### src/rtl/servo_pwm_gen.sv
// Three-channel hobby-servo PWM generator.
// Angles arrive as 12-bit codes with one-cycle strobes, are turned into pulse
// widths in microseconds, and take effect only at a frame boundary so that a
// pulse already on the wire is never cut short or lengthened.
module servo_pwm_gen #(
    parameter int CLK_PER_US  = 100,
    parameter int FRAME_US    = 20000,
    parameter int PW_MIN_US   = 1000,
    parameter int PW_SPAN_US  = 1000,
    parameter int SYNC_UPDATE = 1
) (
    input  logic        clock,
    input  logic        reset,
    input  logic        enable,
    input  logic [11:0] angle90,
    input  logic        valid90,
    input  logic [11:0] angle210,
    input  logic        valid210,
    input  logic [11:0] angle330,
    input  logic        valid330,
    output logic        pwm90,
    output logic        pwm210,
    output logic        pwm330,
    output logic        frame_start,
    output logic        applied
);

    localparam int PS_W  = (CLK_PER_US > 1) ? $clog2(CLK_PER_US) : 1;
    localparam int WID_W = $clog2(PW_MIN_US + PW_SPAN_US + 1);
    localparam int CNT_W = 15;
    localparam int CMP_W = (WID_W > CNT_W) ? WID_W : CNT_W;

    localparam logic [WID_W-1:0] W_CENTRE = WID_W'(PW_MIN_US + (PW_SPAN_US >> 1));

    // Angle code to pulse width in us; the full-width product keeps the
    // truncating shift exact for any span that fits in 32 bits.
    function automatic logic [WID_W-1:0] calc_width(input logic [11:0] a);
        logic [43:0] prod;
        prod = 44'(a) * 44'(PW_SPAN_US);
        return WID_W'(PW_MIN_US) + WID_W'(prod >> 12);
    endfunction

    logic [PS_W-1:0]  prescaler;
    logic [CNT_W-1:0] frame_cnt;
    logic             us_tick;
    logic             boundary;

    logic [2:0]       valid_in;
    logic [11:0]      angle_in [3];

    logic [2:0]       vld_p0;
    logic [11:0]      angle_p0 [3];
    logic [2:0]       pend_p1;
    logic [WID_W-1:0] pend_w_p1 [3];
    logic [2:0]       load_mask;
    logic [WID_W-1:0] active_w [3];

    logic [2:0]       pwm_q;
    logic             frame_start_q;
    logic             applied_q;

    assign valid_in    = {valid330, valid210, valid90};
    assign angle_in[0] = angle90;
    assign angle_in[1] = angle210;
    assign angle_in[2] = angle330;

    assign us_tick  = (prescaler == PS_W'(CLK_PER_US - 1));
    assign boundary = us_tick && (frame_cnt == CNT_W'(FRAME_US - 1));

    // Microsecond prescaler and frame counter; the boundary is the wrap cycle.
    always_ff @(posedge clock) begin
        if (reset) begin
            prescaler <= '0;
            frame_cnt <= '0;
        end else begin
            if (us_tick)
                prescaler <= '0;
            else
                prescaler <= prescaler + PS_W'(1);
            if (boundary)
                frame_cnt <= '0;
            else if (us_tick)
                frame_cnt <= frame_cnt + CNT_W'(1);
        end
    end

    // Stage 0: capture the angle on its strobe. Stage 1: width compute into the pending slot.
    always_ff @(posedge clock) begin
        for (int i = 0; i < 3; i++) begin
            if (valid_in[i])
                angle_p0[i] <= angle_in[i];
            if (vld_p0[i])
                pend_w_p1[i] <= calc_width(angle_p0[i]);
        end
    end

    // Strobe pipeline and pending flags; a flag raised on the boundary edge survives the clear.
    always_ff @(posedge clock) begin
        if (reset) begin
            vld_p0  <= '0;
            pend_p1 <= '0;
        end else begin
            vld_p0  <= valid_in;
            pend_p1 <= (pend_p1 & ~load_mask) | vld_p0;
        end
    end

    // Decide which pending widths move to active at this boundary.
    always_comb begin
        load_mask = '0;
        if (boundary) begin
            if (SYNC_UPDATE != 0) begin
                if (&pend_p1)
                    load_mask = 3'b111;
            end else begin
                load_mask = pend_p1;
            end
        end
    end

    // Active widths: centre after reset, reloaded only at frame boundaries.
    always_ff @(posedge clock) begin
        if (reset) begin
            for (int i = 0; i < 3; i++)
                active_w[i] <= W_CENTRE;
        end else begin
            for (int i = 0; i < 3; i++)
                if (load_mask[i])
                    active_w[i] <= pend_w_p1[i];
        end
    end

    // Registered outputs: PWM compare lags the frame counter by one cycle.
    always_ff @(posedge clock) begin
        if (reset) begin
            pwm_q         <= '0;
            frame_start_q <= 1'b0;
            applied_q     <= 1'b0;
        end else begin
            frame_start_q <= boundary;
            applied_q     <= |load_mask;
            for (int i = 0; i < 3; i++)
                pwm_q[i] <= enable && (CMP_W'(frame_cnt) < CMP_W'(active_w[i]));
        end
    end

    assign pwm90       = pwm_q[0];
    assign pwm210      = pwm_q[1];
    assign pwm330      = pwm_q[2];
    assign frame_start = frame_start_q;
    assign applied     = applied_q;

endmodule

### config.mk
export PLATFORM = sky130hd
export DESIGN_NAME = servo_pwm_gen
export DESIGN_NICKNAME = d
export VERILOG_FILES = /design/src/rtl/servo_pwm_gen.sv
export SDC_FILE = /design/constraint.sdc
export NUM_CORES = 1
export LEC_CHECK = 0
export CORE_ASPECT_RATIO = 0.5
export CORE_MARGIN = 10
export CORE_UTILIZATION = 60
export CTS_BUF_LIST = sky130_fd_sc_hd__clkbuf_8
export CTS_CLUSTER_SIZE = 16
export DETAILED_ROUTE_END_ITERATION = 7
export PLACE_DENSITY = 0.79
export SETUP_SLACK_MARGIN = 0.3
export SLEW_MARGIN = 25
export SYNTH_ARGS = -nofsm -noshare
export SYNTH_HDL_FRONTEND = slang
export SYNTH_SLANG_ARGS = --single-unit
### constraint.sdc
create_clock -name clock -period 7.5 [get_ports clock]
set_input_delay 1.5 -clock clock [delete_from_list [all_inputs] [get_ports clock]]
set_output_delay 1.5 -clock clock [all_outputs]
set_load 0.05 [all_outputs]
---- After elaboration in Yosys (flattened, before gate mapping) ----
Memory sizes are Yosys's and may differ from the RTL's.
Index checks and enable logic that the tools add are counted.
storage, ports and cells
  flip-flop bits (word level) ............. 33
  latch bits .............................. 0
  bits in writable memories ............... 102
  ROM bits ................................ 0
  output and inout bits ................... 5
  word-level logic and storage cells ...... 65
  memories ................................ 3
operators by class
  add/sub/neg operators ................... 5
  multiply operators ...................... 3
  div/mod/pow operators ................... 0
  order comparisons ....................... 3
  equality and inequality tests ........... 2
  shift operators ......................... 0
  muxes and demuxes ....................... 28
  bitwise operators ....................... 6
  reduce and logical (&&, ||, !) cells .... 8
memory list
  name       words  bits a word  rd ports  clocked after Yosys merged registers in  wr ports  RTL line  source
  angle_p0   3      12           3         0                                        3         52        logic [11:0] angle_p0 [3];
  active_w   3      11           3         0                                        3         56        logic [WID_W-1:0] active_w [3];
  pend_w_p1  3      11           3         0                                        3         54        logic [WID_W-1:0] pend_w_p1 [3];
operator list
  cell                                                                   number
  12-bit by 7-bit multiplier with 19-bit output (second input constant)  3
  15-bit by 11-bit < comparator with 1-bit output                        3
  10-bit by 10-bit adder with 11-bit output (first input constant)       3
  11-bit two-way mux                                                     3
  1-bit two-way mux                                                      23
  15-bit by 1-bit adder with 15-bit output (second input constant)       1
  15-bit equality test (second input constant)                           1
  7-bit by 1-bit adder with 7-bit output (second input constant)         1
  7-bit equality test (second input constant)                            1
  3-bit two-way mux                                                      2
  1-bit logical AND                                                      4
  2-bit OR reduction                                                     2
  3-bit bitwise AND                                                      1
  3-bit NOT                                                              1
  1-bit bitwise OR                                                       3
  3-bit bitwise OR                                                       1
  3-bit AND reduction                                                    1
  3-bit OR reduction                                                     1

---- Logic depth before layout (Yosys ltp) ----
Gate-level depths: netlist of the first run.
  depth in word-level cells ............... 7
  depth in mapped cells ................... 21

---- Least setup slack after synthesis of the first run ----
No wires, ideal clock.
  path type ............................... register -> register
  start ................................... memory angle_p0[2][6] (netlist: angle_p0[0][30])
  end ..................................... memory pend_w_p1[0][31] in the netlist's numbering (data pin)
  setup time .............................. 0.268 ns
  arrival ................................. 5.131 ns
  required time ........................... 7.232 ns
  path slack .............................. 2.101 ns
  cell stages (with the launch flop) ...... 20
  path buffers ............................ 0
  clock period less this slack ............ 5.399 ns
  cell sequence ........................... edfxtp_1 > inv_1 > fa_1 > fa_1 > inv_1 > fa_1 > inv_1 > fa_1 > inv_1 > ha_1 > a21o_1 > a21oi_1 > o21ai_2 > xor2_1 > ha_1 > nor4_4 > o211ai_1 > or4_1 > o221a_2 > xor2_1
RTL lines
  item                RTL line
  start: declaration  52
  end: declaration    54

==> results of run 1 <==
==> final timing paths <==
kind | from | to | slack (ns) | depth (start not counted)
worst max-delay path | angle_p0[0][30] | pend_w_p1[0][31] | 1.79 | 19
worst min-delay path | prescaler[0] | prescaler[0] | 0.44 | 1
worst max register to register | angle_p0[0][30] | pend_w_p1[0][31] | 1.79 | 19
worst min register to register | prescaler[0] | prescaler[0] | 0.44 | 1
==> state kept, by name (all words and copies together) (netlist names) <==
signal / flops
angle_p0: 36
active_w: 33
pend_w_p1: 33
frame_cnt: 15
prescaler: 7
pend_p1: 3
pwm_q: 3
vld_p0: 3
applied: 1
frame_start: 1
==> metrics by stage <==
step	cells	area [µm²]	utilization (%)	worst slack, ns	hold WS, ns
floorplan	1007	11230	-	2.101	0.4130
global placement	1283	11950	64.99	1.915	0.4218
detailed placement	1283	11950	64.99	1.781	0.4345
CTS	1315	12350	67.12	1.778	0.4493
global route	1315	12350	67.13	1.497	0.4763
finish	1315	12350	67.13	1.794	0.4419
==> area by class of cell <==
class,instances,share of cell area (%)
Clock inverter,13,1.054
Inverter,208,6.323
Tap cell,240,2.432
Sequential cell,135,30.16
Clock buffer,19,2.118
Timing Repair Buffer,47,3.790
Multi-Input combinational cell,653,54.12
==> where the power goes <==
group | internal, mW | switching, mW | leakage (nW)
clock network | 0.311 | 0.296 | 0.213
registers | 1.18 | 0.0599 | 1.19
logic | 1.75 | 2.19 | 4.39
total | 3.24 | 2.55 | 5.79
==> cells by family after synthesis <==
group                      Yosys count  share of synthesized area [%]
adders and majority gates          272                          37.73
buffers and inverters              219                          7.332
and+or+nand+nor                    197                          9.271
DFF                                135                          33.16
AOI/OAI and AO/OA                  115                          7.032
xor gates and xnor gates            67                          5.293
muxes                                2                         0.1783
==> layer usage <==
layer,up-vias,part of all wire (%),GRT usage [%]
met2,127,48,30.23
met3,27,4.8,4.259
met5,-,0,0
met1,3348,46,21.52
li1,3438,-,-
met4,0,1.8,6.147
==> placed cells by master (no fill, tap or decap), drive strengths merged, types with 7 or more instances in the layout <==
cell type | netlist | routed
a21o | 15 | 15
a21oi | 33 | 33
and2 | 12 | 12
and3 | 10 | 10
clkbuf | 10 | 19
clkdlybuf4s50 | 0 | 46
clkinv | 0 | 7
dfxtp | 33 | 33
edfxtp | 102 | 102
fa | 111 | 111
ha | 161 | 161
inv | 208 | 212
nand2 | 24 | 24
nand2b | 31 | 31
nand3 | 15 | 15
nand4 | 9 | 9
nor2 | 52 | 52
nor2b | 10 | 10
nor3 | 12 | 12
o21ai | 26 | 26
xnor2 | 37 | 37
xor2 | 30 | 30
==> reports/metrics.csv, run 1 <==
metric;value;unit
CTS Buffer Depth;2;
Post-synth top cells;inv_1 (208), ha_1 (161), fa_1 (111), edfxtp_1 (102), nor2_1 (52);
Critical Path AT;5.92;ns
Crit Path Class;reg2reg;
fin. max-slew vios;0;
Synth top area share;27.28;%
Fin Setup TNS;0;ns
RSZ-0062 raised after global routing;false;
Hold-fix buffers, CTS;0;
vias per cell;5.278;
I/O pins;47;
Crit. End Element;register;
CTS tree;done;
core area;18390;µm²
layout cell share with drive strength beyond 1;4.372;%
FFs w/ async S/R, synth;0;%
yosys warns;0;
syn_nets;1321;
FMAX;175.2;MHz
Layout Skew;0.01227;ns
MaxCap Viol Count;0;
Multi-input gate area;6683;µm²
top-count cell post-synth;inv_1;
Die H;116.7;µm
vias in the first global route;7435;
#FFs+latches synth;135;
number of synthesized flops with an enable pin;102;
Worst path slowest cell;fa_1;
outcome;finished clean;
Residual DRC;0;
port bufs;46;
register area;3724;µm²
GR Util All Layers;17.62;%
htree depth;4;
initial antenna violation count;0;
Post-Synthesis Cell Area;11230;µm²
critical-path cell list;inv_1 -> fa_1 -> fa_1 -> inv_1 -> fa_1 -> inv_1 -> fa_1 -> inv_1 -> ha_1 -> a21o_1 -> a21oi_1 -> o21ai_2 -> xor2_1 -> ha_1 -> nor4_4 -> o211ai_1 -> or4_1 -> o221a_2 -> xor2_1;
total leakage power;5.794;nW
Yosys cell types;60;
CTS buffer count;17;
post-route ant nets;0;
Syn Inst Count;1007;
post-layout minimum cycle time;5.706;ns
final setup violation count;0;
Worst-path clk slew;0.08;ns
Nets;1376;
first-pass GRT wire length;34.82;mm
worst-path fanout max;5;
synthesized area per cell;11.15;µm²
Required @ worst endpoint;7.71;ns
Clock Tree Root;clkbuf_8;
remaining global-route overflow;0;
sequential share of the synthesized area;33.16;%
Starting Density;61.05;%
dominant cell type by area after synthesis;edfxtp_1;
row cnt;35;
Max-slew headroom;53.27;%
Routed WL;20.01;mm
DR vias;6940;
die area;24920;µm²
PwrDens;468.6;nW/µm²
period utilisation layout;76.08;%
die span in x;213.5;µm
Pre-antenna DRT Iters;4;
Starting DRT DRC Count;438;
Peak VDD IR;0.3428;mV
CP delay by family, top;adder cells;
clk_lat worst skew;0.47;ns
CP startpoint kind;register;
# fillers;1376;
CTS Sinks;135;
DP Wirelength;16.15;mm
post-CTS setup buffers;0;
ant diodes;0;
DR WL/cell;15.22;µm
Tot Pwr;5.786;mW
Max stage delay on crit path;0.54;ns
post-CTS sizing;0;
largest net degree at the start of global routing;35;
Layout area overhead;9.962;%
min-delay worst type;reg2reg;
Slew @ Worst Pin;0.6987;ns
top cells by area, synth;edfxtp_1 (27%), fa_1 (20%), ha_1 (18%), inv_1 (7.0%), dfxtp_1 (5.9%);
Final GP Congestion;0.8500;
Crit path buffers/inverters;4;
Final Hold Viols;0;
ys flop type;edfxtp_1;
Power figures use the tool's default switching activity.
==> run 2, diff against run 1 <==
==> constraint.sdc (replaced) <==
create_clock -name clock -period 5.6 [get_ports clock]
set_input_delay 1.12 -clock clock [delete_from_list [all_inputs] [get_ports clock]]
set_output_delay 1.12 -clock clock [all_outputs]
set_load 0.05 [all_outputs]
==> reports/metrics.csv, run 2 (synthesis results as in run 1) <==
metric;value;unit;change
outcome;finished clean;;
GR Util All Layers;17.72;%;+0.093 points
htree depth;4;;unchanged
port bufs;46;;unchanged
remaining global-route overflow;0;;unchanged
WHS;0.4494;ns;+0.007543 ns
die area;24920;µm²;unchanged
R2R Setup Slk;0.30;ns;-1.50 ns
CTS Sinks;135;;unchanged
ant diodes;0;;unchanged
Die H;116.7;µm;unchanged
Top Registers;angle_p0: 36 flops, active_w: 33 flops, pend_w_p1: 33 flops;;
Required @ worst endpoint;5.80;ns;-1.91 ns
Starting DRT DRC Count;302;;-31%
setup slack after layout;0.2967;ns;-1.497 ns
Slew @ Worst Pin;0.6992;ns;+0.0004591 ns
Hold-fix buffers, CTS;0;;unchanged
final setup violation count;0;;unchanged
Clock Tree Root;clkbuf_8;;
most frequent cells in the layout;inv_1 (192), ha_1 (152), fa_1 (110), edfxtp_1 (102), buf_4 (53);;
Crit. End Element;register;;
Final GP Congestion;0.8933;;+5.1%
vias in the first global route;7675;;+3.2%
fin. max-slew vios;0;;unchanged
MaxCap Viol Count;0;;unchanged
CTS Buffer Depth;2;;unchanged
Crit Path Class;reg2reg;;
commonest non-fill, non-tap cell in the layout;inv_1;;
Pre-antenna DRT Iters;4;;unchanged
CP startpoint kind;register;;
core area;18390;µm²;unchanged
Residual DRC;0;;unchanged
row cnt;35;;unchanged
Layout area overhead;15.51;%;
Starting Density;61.05;%;unchanged
I/O pins;47;;unchanged
period utilisation layout;94.70;%;+19 points
CTS buffer count;17;;unchanged
DR vias;7159;;+3.2%
FMAX;188.6;MHz;+7.6%
CTS tree;done;;
pre-CTS setup slack;-0.005145;ns;-1.786 ns
vias per cell;5.233;;-0.84%
largest net degree at the start of global routing;35;;unchanged
RSZ-0062 raised after global routing;true;;
# fillers;1307;;-5.0%
max reg flops;36;;unchanged
initial antenna violation count;0;;unchanged
layout cell share with drive strength beyond 1;13.39;%;+9.0 points
DR WL/cell;15.12;µm;-0.65%
post-route ant nets;0;;unchanged
Final Hold Viols;0;;unchanged
worst-path fanout max;4;;-1
die span in x;213.5;µm;unchanged
Max-slew headroom;53.24;%;about the same
Nets;1429;;+3.9%
Worst-path clk slew;0.08;ns;about the same
clk_lat worst skew;0.47;ns;about the same
min-delay worst type;reg2reg;;
first-pass GRT wire length;35.26;mm;+1.3%
DP Wirelength;15.87;mm;-1.7%
Critical Path AT;5.51;ns;-0.41 ns
Routed WL;20.68;mm;+3.4%
Layout Skew;0.01432;ns;+0.002046 ns
register with the most flip-flops;angle_p0;;
post-layout minimum cycle time;5.303;ns;-0.4030 ns
run 2: cell type report:
class	instances	area [µm²]	area share [%]
Tap cell	240	300.3	2.315
Inverter	208	780.7	6.020
Timing Repair Buffer	100	869.6	6.705
Clock buffer	17	234.0	1.804
Sequential cell	135	3724	28.71
Clock inverter	15	153.9	1.187
Multi-Input combinational cell	653	6908	53.26
run 2: worst paths after layout:
| check | start | cells past startpoint | endpoint |
|---|---|---|---|
| setup / recovery | angle_p0[0][29] | 18 | pend_w_p1[0][31] |
| hold / removal | prescaler[0] | 1 | prescaler[0] |
| setup reg to reg | angle_p0[0][29] | 18 | pend_w_p1[0][31] |
| hold reg to reg | prescaler[0] | 1 | prescaler[0] |
run 2: repair_timing:
action,in CTS,in global routing
pin swaps,17,38
setup buffers,24,25
gates resized for setup,12,47
hold endpoints to repair,0,0
cloned,0,0
setup endpoints to repair,5,10
run 2: metrics by stage:
step | instance area (µm²) | utilization (%) | setup TNS (ns) | std cells
global route | 12970 | 70.52 | 0 | 1368
floorplan | 11240 | - | 0 | 1007
CTS | 12580 | 68.42 | 0 | 1343
global placement | 12000 | 65.24 | 0 | 1287
detailed placement | 12000 | 65.24 | -0.005145 | 1287
finish | 12970 | 70.52 | 0 | 1368
run 2: critical path: stages (launching register included):
cell and delay [ns]:
edfxtp_1 0.46, inv_2 0.13, fa_1 0.44, fa_1 0.57
fa_1 0.44, fa_1 0.52, inv_1 0.04, ha_1 0.33
a21o_1 0.20, a31oi_2 0.23, o31ai_4 0.12, xnor2_2 0.19
inv_1 0.09, ha_4 0.17, nor4_4 0.25, o211ai_1 0.16
or4_1 0.43, o221a_2 0.15, xor2_1 0.13
run 2: routing by layer:
layer / GRT usage (%) / part of all wire, %
met5: 0 / 0
met4: 5.631 / 1.5
met3: 4.420 / 3.6
met2: 29.88 / 48
met1: 22.16 / 47
Power of run 2 is left out: the tool's default activity adds up to more than one toggle a clock period on the data nets, which glitch-free logic cannot reach.
==> run 3, diff against run 2 <==
--- a/config.mk
+++ b/config.mk
@@ -5,6 +5,7 @@
 export SDC_FILE = /design/constraint.sdc
 export NUM_CORES = 1
 export LEC_CHECK = 0
+export ABC_CLOCK_PERIOD_IN_PS = 5660
 export CORE_ASPECT_RATIO = 0.5
 export CORE_MARGIN = 10
 export CORE_UTILIZATION = 60
==> constraint.sdc (replaced) <==
create_clock -name clock -period 5.66 [get_ports clock]
set_input_delay 1.132 -clock clock [delete_from_list [all_inputs] [get_ports clock]]
set_output_delay 1.132 -clock clock [all_outputs]
set_load 0.05 [all_outputs]
==> reports/metrics.csv, run 3 (synthesis results as in run 1) <==
metric;value;unit;change
Slew @ Worst Pin;0.6987;ns;-0.0004715 ns
CTS buffer count;17;;unchanged
min-delay worst type;reg2reg;;
final setup violation count;0;;unchanged
Crit. End Element;register;;
Pre-antenna DRT Iters;5;;+1
MaxCap Viol Count;0;;unchanged
Nets;1433;;+0.28%
clk_lat worst skew;0.46;ns;about the same
# fillers;1279;;-2.1%
FMAX;186.6;MHz;-1.0%
DR WL/cell;15.22;µm;+0.70%
CTS tree;done;;
port bufs;46;;unchanged
outcome;finished clean;;
most frequent cells in the layout;inv_1 (195), ha_1 (154), fa_1 (111), edfxtp_1 (102), buf_4 (57);;
CP startpoint kind;register;;
Routed WL;20.87;mm;+0.92%
Max-slew headroom;53.27;%;about the same
Fin Setup TNS;0;ns;unchanged
Hold Crit Start;prescaler[0];;
layout cell share with drive strength beyond 1;12.56;%;-0.83 points
commonest non-fill, non-tap cell in the layout;inv_1;;
ant diodes;0;;unchanged
Starting DRT DRC Count;388;;+28%
htree depth;4;;unchanged
core area;18390;µm²;unchanged
register with the most flip-flops;angle_p0;;
vias per cell;5.249;;+0.31%
worst r2r src;angle_p0[0][26];;
Starting Density;61.05;%;unchanged
CTS Buffer Depth;2;;unchanged
worst-path fanout max;3;;-1
DP Wirelength;15.95;mm;+0.46%
remaining global-route overflow;0;;unchanged
initial antenna violation count;0;;unchanged
CTS Sinks;135;;unchanged
period utilisation layout;94.66;%;about the same
Critical Path AT;5.56;ns;+0.05 ns
I/O pins;47;;unchanged
Setup crit start;angle_p0[0][26];;
Hold-fix buffers, CTS;0;;unchanged
largest net degree at the start of global routing;35;;unchanged
die area;24920;µm²;unchanged
Die H;116.7;µm;unchanged
vias in the first global route;7740;;+0.85%
first-pass GRT wire length;35.49;mm;+0.66%
Required @ worst endpoint;5.86;ns;+0.06 ns
post-layout minimum cycle time;5.358;ns;+0.05455 ns
Residual DRC;0;;unchanged
row cnt;35;;unchanged
GR Util All Layers;17.82;%;+0.10 points
Clock Tree Root;clkbuf_8;;
DR vias;7197;;+0.53%
Crit Path Class;reg2reg;;
Top Registers;angle_p0: 36 flops, active_w: 33 flops, pend_w_p1: 33 flops;;
Final Hold Viols;0;;unchanged
post-route ant nets;0;;unchanged
Layout area overhead;15.07;%;
max reg flops;36;;unchanged
Final GP Congestion;0.8952;;+0.21%
die span in x;213.5;µm;unchanged
fin. max-slew vios;0;;unchanged
Worst-path clk slew;0.08;ns;about the same
RSZ-0062 raised after global routing;true;;
Layout Skew;0.01609;ns;+0.001775 ns
-- run 3: worst max-delay path, stage by stage (launching register included) --
cell and delay, ns:
edfxtp_1 0.45, buf_4 0.18, fa_1 0.49, fa_1 0.50
inv_1 0.05, fa_1 0.45, fa_1 0.49, inv_1 0.05
ha_1 0.30, o21a_1 0.19, o211ai_1 0.28, o21ba_4 0.21
o21ai_2 0.07, xor2_1 0.18, ha_4 0.20, nor4_4 0.14
o211ai_1 0.16, or4_1 0.43, o221a_2 0.15, xor2_1 0.14
-- run 3: worst paths after layout --
path         cells after the start  slack [ns]          endpoint
max reg2reg                     19        0.30  pend_w_p1[0][31]
min                              1        0.44      prescaler[0]
max                             19        0.30  pend_w_p1[0][31]
min reg2reg                      1        0.44      prescaler[0]
-- run 3: what timing repair did --
item,CTS,global route
gates cloned,0,0
setup buffers,22,32
endpoints found under the setup margin,3,10
gates resized for setup,9,29
pin swaps,14,17
-- run 3: layout make-up --
cell class	instances	area, µm²	area share [%]
multi-input combinational	653	6822	52.80
sequential	135	3724	28.82
timing repair buffer	104	899.6	6.963
inverter	208	780.7	6.043
tap	240	300.3	2.324
clock buffer	18	247.7	1.917
clock inverter	13	146.4	1.133
-- run 3: metrics by stage --
stage               setup WS (ns)  instance area, µm²  hold WS [ns]  std cells  utilization (%)
floorplan                  0.3769               11240        0.4130       1007                -
global placement           0.2395               11990        0.4220       1286            65.20
detailed placement        0.02399               11990        0.4356       1286            65.20
CTS                        0.2874               12570        0.4471       1339            68.33
global route               0.1249               12920        0.5011       1371            70.24
finish                     0.3022               12920        0.4432       1371            70.24
-- run 3: metal layers --
layer,vias up,global-route usage [%],wire length (µm)
met2,136,31.20,10110
met5,-,0,0
met4,0,5.209,328
met1,3475,21.37,9420
li1,3556,-,-
met3,30,4.688,1008
Power of run 3 is left out for the same reason.
